$ cat src/rtl/cordic_pkg.sv
// cordic_pkg: shared types, arctangent table and angle constants for the iterative CORDIC
package cordic_pkg;
  typedef enum logic {ROTATION = 1'b0, VECTORING = 1'b1} mode_e;
  typedef enum logic [1:0] {IDLE, ITER, DONE} state_e;
  localparam logic [31:0] ATAN_TABLE [32] = '{
    32'h20000000, 32'h12E4051E, 32'h09FB385B, 32'h051111D4,
    32'h028B0D43, 32'h0145D7E1, 32'h00A2F61E, 32'h00517C55,
    32'h0028BE53, 32'h00145F2F, 32'h000A2F98, 32'h000517CC,
    32'h00028BE6, 32'h000145F3, 32'h0000A2FA, 32'h0000517D,
    32'h000028BE, 32'h0000145F, 32'h00000A30, 32'h00000518,
    32'h0000028C, 32'h00000146, 32'h000000A3, 32'h00000051,
    32'h00000029, 32'h00000014, 32'h0000000A, 32'h00000005,
    32'h00000003, 32'h00000001, 32'h00000001, 32'h00000000
  };
  function automatic logic [31:0] pi_half(input int w);
    return 32'(1) << (w - 2);
  endfunction
  function automatic logic [31:0] pi(input int w);
    return 32'(1) << (w - 1);
  endfunction
  function automatic logic [31:0] atan_scaled(input logic [4:0] i, input int w);
    logic [32:0] r;
    r = {1'b0, ATAN_TABLE[i]} + ((w < 32) ? (33'(1) << (31 - w)) : 33'(0));
    return 32'(r >> (32 - w));
  endfunction
endpackage

$ cat src/rtl/cordic_stage.sv
// cordic_stage: one combinational CORDIC micro-rotation, direction chosen by mode
module cordic_stage
  import cordic_pkg::*;
#(
  parameter int WIDTH = 16
) (
  input  logic signed [WIDTH+1:0] x,
  input  logic signed [WIDTH+1:0] y,
  input  logic        [WIDTH-1:0] z,
  input  logic        [4:0]       i,
  input  mode_e                   mode,
  output logic signed [WIDTH+1:0] x_n,
  output logic signed [WIDTH+1:0] y_n,
  output logic        [WIDTH-1:0] z_n
);
  logic                   d;
  logic signed [WIDTH+1:0] xs, ys;
  logic        [WIDTH-1:0] a;
  assign d   = (mode == VECTORING) ? y[WIDTH+1] : ~z[WIDTH-1];
  assign xs  = x >>> i;
  assign ys  = y >>> i;
  assign a   = WIDTH'(atan_scaled(i, WIDTH));
  assign x_n = d ? x - ys : x + ys;
  assign y_n = d ? y + xs : y - xs;
  assign z_n = d ? z - a : z + a;
endmodule

$ cat src/rtl/cordic_iter.sv
// cordic_iter: iterative CORDIC, one micro-rotation per clock, with quadrant pre-rotation at load
module cordic_iter
  import cordic_pkg::*;
#(
  parameter int WIDTH      = 16,
  parameter int ITERATIONS = 16
) (
  input  logic               CLK,
  input  logic               RST_N,
  input  logic               EN_request_put,
  input  logic [3*WIDTH:0]   request_put,
  output logic               RDY_request_put,
  input  logic               EN_response_get,
  output logic [3*WIDTH+3:0] response_get,
  output logic               RDY_response_get
);
  localparam int XW = WIDTH + 2;
  localparam logic [WIDTH-1:0] PH = WIDTH'(pi_half(WIDTH));
  localparam logic [4:0] LAST = 5'(ITERATIONS - 1);
  state_e               state_q, state_d;
  mode_e                mode_q, mode_d, mode_in;
  logic [4:0]           cnt_q, cnt_d;
  logic signed [XW-1:0] x_q, x_d, y_q, y_d, x_in, y_in, x_pre, y_pre, x_nx, y_nx;
  logic [WIDTH-1:0]     z_q, z_d, z_in, z_pre, z_nx;
  logic                 rot_p, rot_m;
  assign mode_in = mode_e'(request_put[3*WIDTH]);
  assign x_in    = XW'($signed(request_put[3*WIDTH-1 -: WIDTH]));
  assign y_in    = XW'($signed(request_put[2*WIDTH-1 -: WIDTH]));
  assign z_in    = request_put[WIDTH-1:0];
  // rot_p turns by -pi/2 giving (y,-x,z+pi/2); rot_m turns by +pi/2 giving (-y,x,z-pi/2)
  assign rot_p = (mode_in == VECTORING) ? (x_in[XW-1] & ~y_in[XW-1]) : (z_in[WIDTH-1 -: 2] == 2'b10);
  assign rot_m = (mode_in == VECTORING) ? (x_in[XW-1] & y_in[XW-1]) : (z_in[WIDTH-1 -: 2] == 2'b01);
  assign x_pre = rot_p ? y_in : rot_m ? -y_in : x_in;
  assign y_pre = rot_p ? -x_in : rot_m ? x_in : y_in;
  assign z_pre = rot_p ? z_in + PH : rot_m ? z_in - PH : z_in;
  cordic_stage #(.WIDTH(WIDTH)) u_stage (
    .x(x_q), .y(y_q), .z(z_q), .i(cnt_q), .mode(mode_q),
    .x_n(x_nx), .y_n(y_nx), .z_n(z_nx)
  );
  always_comb begin
    state_d = state_q;
    mode_d  = mode_q;
    cnt_d   = cnt_q;
    x_d     = x_q;
    y_d     = y_q;
    z_d     = z_q;
    case (state_q)
      IDLE: if (EN_request_put) begin
        state_d = ITER;
        mode_d  = mode_in;
        cnt_d   = '0;
        x_d     = x_pre;
        y_d     = y_pre;
        z_d     = z_pre;
      end
      ITER: begin
        x_d     = x_nx;
        y_d     = y_nx;
        z_d     = z_nx;
        cnt_d   = cnt_q + 5'd1;
        state_d = (cnt_q == LAST) ? DONE : ITER;
      end
      DONE:    state_d = EN_response_get ? IDLE : DONE;
      default: state_d = IDLE;
    endcase
  end
  always_ff @(posedge CLK or negedge RST_N) begin
    if (!RST_N) begin
      state_q <= IDLE;
      mode_q  <= ROTATION;
      cnt_q   <= '0;
      x_q     <= '0;
      y_q     <= '0;
      z_q     <= '0;
    end else begin
      state_q <= state_d;
      mode_q  <= mode_d;
      cnt_q   <= cnt_d;
      x_q     <= x_d;
      y_q     <= y_d;
      z_q     <= z_d;
    end
  end
  assign RDY_request_put  = state_q == IDLE;
  assign RDY_response_get = state_q == DONE;
  assign response_get     = {x_q, y_q, z_q};
endmodule

$ cat config.mk
export PLATFORM = sky130hd
export DESIGN_NAME = cordic_iter
export DESIGN_NICKNAME = d
export VERILOG_FILES = /design/src/rtl/cordic_pkg.sv /design/src/rtl/cordic_stage.sv /design/src/rtl/cordic_iter.sv
export SDC_FILE = /design/constraint.sdc
export NUM_CORES = 1
export LEC_CHECK = 0
export BUFFER_PORTS_ARGS = -buffer_cell sky130_fd_sc_hd__buf_2
export CORE_MARGIN = 5
export CORE_UTILIZATION = 61
export CTS_BUF_LIST = sky130_fd_sc_hd__clkbuf_16
export CTS_CLUSTER_SIZE = 40
export DETAILED_ROUTE_END_ITERATION = 8
export GPL_TIMING_DRIVEN = 1
export PLACE_DENSITY_LB_ADDON = 0.12
export RECOVER_POWER = 25
export SYNTH_ARGS = -nofsm -noshare
export SYNTH_HDL_FRONTEND = slang
export SYNTH_SLANG_ARGS = --single-unit
$ cat constraint.sdc
create_clock -name CLK -period 6.8 [get_ports CLK]
set_input_delay 0.34 -clock CLK [delete_from_list [all_inputs] [get_ports CLK]]
set_output_delay 0.34 -clock CLK [all_outputs]
set_load 0.1 [all_outputs]
==> run metrics <==
status=finished with violations; failing checks=max-capacitance violations, max-slew violations; Post-synth ARST share=100%; CP Class=reg2reg; Fmax=0.168 GHz; Synth Register Bits=60; largest net degree at the start of global routing=61; Initial DRC Count=1176; multiplexer share of the synthesized area=14.1%; core area=15300 um2; slew of the pin with the lowest slew margin=3.61 ns; Max FO, Critical Path=20; CTS root buffer=clkbuf_16; Post-CTS Setup Bufs=0; CTS tree=done; gr usage total=35.0%; DRC Markers=0; cell area after synthesis=9550 um2; Tcrit/Tclk final=87.3%; die area=18200 um2; routed vias/inst=6.71; clk_skew=0.0138 ns; Die Y=135 um; n_diodes=0; Synth Area in Adders=9.02%; Yosys top cell area share=15.7%; Clk pin slew, worst setup/hold paths=0.06 ns; post-route ant nets=0; CP Data Required Time=7.00 ns; H-tree depth=3; GRT overflow=0; post-DR wirelength/cell=21.5 um; CP endpoint kind=flip-flop; number of global-route vias before repair=9003; Final setup viols=0; Clock Tree Buf Depth=2; critical path startpoint category=flip-flop; Main synth FF type=dfrtp_1; vias post-DR=10100; fill cell count=1347; initial antenna violation count=0; sequential element share of the synthesized area=15.7%; dpl hpwl=23.7 mm; Starting Density=62.6%; R2R setup slack=0.86 ns; Std-Cell Rows=45; layout cell share with drive strength beyond 1=16.9%; top cells by count, synth=123 x nand2_1, 120 x nor2_1, 119 x a21oi_1; Util after Layout=68.6%; post-synth top area cell=dfrtp_1; Clock Sinks=60; CTS Hold Bufs=0; worst hold-check path type=in2reg; die width=135 um; Max-cap violations=1; Fin. Hold Viols=0; Synth Instances=1230; Num CTS Buffers=9; xor/xnor share of the synthesized area=8.90%; Tmin final=5.94 ns; Syn Area/Cell=7.76 um2; area grow syn2layout=9.63%; buffers added on ports=106; Cell variety after synth=79; DRT Pass-1 Iters=9; first-pass GRT wire length=50.2 mm; number of synthesized flops with an enable pin=0; RSZ-0062 raised after global routing=no; cell with the most instances after synthesis=nand2_1; YS warnings=0; syn nets=1350; largest family of logic cells by synthesized area=compound AO/OA/AOI/OAI gates; WP data arrival=6.14 ns; I/O Pins=107; relative slew slack=-141%; sum of negative setup slack=0 ns; # nets final=1408; clk_lat worst skew=0.35 ns; final wirelength=32.3 mm; post_cts resized=0; GPL Wtd Cong=1.00; Area contributors post-synth=dfrtp_1 16%, ha_1 8.4%, mux4_2 7.8%, a21oi_1 6.2%, xnor2_1 5.4%; Synth Area in Simple Gates=19.8%; Slew Viols, Final=61; Compound-Gate Fraction of Synth Area=27.3%
final timing paths:
check | start | end | depth (start not counted)
min in group asynchronous | RST_N | x_q[0]$_DFFE_PN0P_ | 2
setup reg to reg | cnt_q[0]$_DFFE_PN0P_ | z_q[12]$_DFFE_PN0P_ | 19
setup / recovery | cnt_q[0]$_DFFE_PN0P_ | z_q[12]$_DFFE_PN0P_ | 19
max in group asynchronous | RST_N | cnt_q[1]$_DFFE_PN0P_ | 2
hold reg to reg | z_q[6]$_DFFE_PN0P_ | z_q[6]$_DFFE_PN0P_ | 2
hold / removal | request_put[2] | z_q[2]$_DFFE_PN0P_ | 2
registers in the layout, indices dropped and copies added, names as in the netlist:
register,count
cnt_q,5
mode_q,1
state_q,2
x_q,18
y_q,18
z_q,16
metal layers:
metal	part of all wire, %	up-vias	wire length, um	track usage, %
met1	44	4826	14200	52.7
met2	44	490	14100	51.1
met5	0	-	0	0
met4	2.5	0	822	9.91
met3	9.8	64	3180	6.48
li1	-	4715	-	-
layout make-up:
| type | count | area (um2) | share of cell area, % |
|---|---|---|---|
| clock inverter | 7 | 98.8 | 0.945 |
| multi-input combinational | 1058 | 7580 | 72.4 |
| sequential | 60 | 1500 | 14.4 |
| timing repair buffer | 125 | 669 | 6.40 |
| inverter | 34 | 128 | 1.22 |
| clock buffer | 9 | 225 | 2.15 |
| tap | 211 | 264 | 2.52 |
worst max-delay path: stages (launching register included):
cell,delay (ns)
dfrtp_2,0.59
inv_1,0.57
ha_1,0.43
a21oi_1,0.12
a311oi_1,0.36
ha_1,0.25
inv_1,0.05
a211oi_1,0.43
nand2_1,0.14
xnor2_1,0.35
nand3_1,0.19
o21ai_0,0.35
xor2_1,0.31
ha_1,0.33
a21oi_1,0.22
o21ai_0,0.29
a211o_1,0.37
a21oi_1,0.19
xor2_1,0.17
o21ai_0,0.08
logic make-up (layout without fill, tap and decap cells):
| kind of cell | after synthesis | in the layout |
|---|---|---|
| AO/OA/AOI/OAI | 408 | 408 |
| adder cells (fa/ha/maj) | 67 | 67 |
| XOR/XNOR | 97 | 97 |
| multiplexers | 83 | 83 |
| AND/OR/NAND/NOR | 403 | 403 |
| flip-flops | 60 | 60 |
| buffers and inverters | 112 | 175 |
per-stage QoR:
step | hold slack [ns] | instance area (um2) | std cells | setup slack [ns]
floorplan | 0.0444 | 9550 | 1230 | 1.50
global placement | 0.530 | 10100 | 1488 | 1.08
detailed placement | 0.540 | 10100 | 1488 | 1.05
CTS | 0.222 | 10500 | 1504 | 1.00
global route | 0.243 | 10500 | 1504 | 0.408
finish | 0.227 | 10500 | 1504 | 0.863
cells in the final DEF (no fill, tap or decap), types with 9 or more instances in the layout:
cell type | Yosys | layout
clkbuf_16 | 0 | 9
a31oi_1 | 35 | 35
o22ai_1 | 25 | 25
o21ai_0 | 78 | 78
mux2_2 | 13 | 13
buf_4 | 2 | 18
or3_1 | 22 | 22
nand3_1 | 26 | 26
dfrtp_1 | 60 | 58
xor2_1 | 38 | 38
o211ai_1 | 10 | 10
nor2_1 | 120 | 120
a211oi_1 | 33 | 33
ha_1 | 64 | 64
inv_1 | 32 | 32
nand2b_1 | 24 | 23
o31ai_1 | 10 | 10
xnor2_1 | 59 | 59
buf_2 | 9 | 106
a21oi_1 | 119 | 119
a21o_1 | 19 | 19
nor3_1 | 30 | 30
mux4_2 | 33 | 33
mux2i_1 | 31 | 30
nand2_1 | 123 | 122
nor2b_1 | 10 | 9
Power is left out: the tool's default activity adds up to more than one toggle a clock period on the data nets, which glitch-free logic cannot reach.
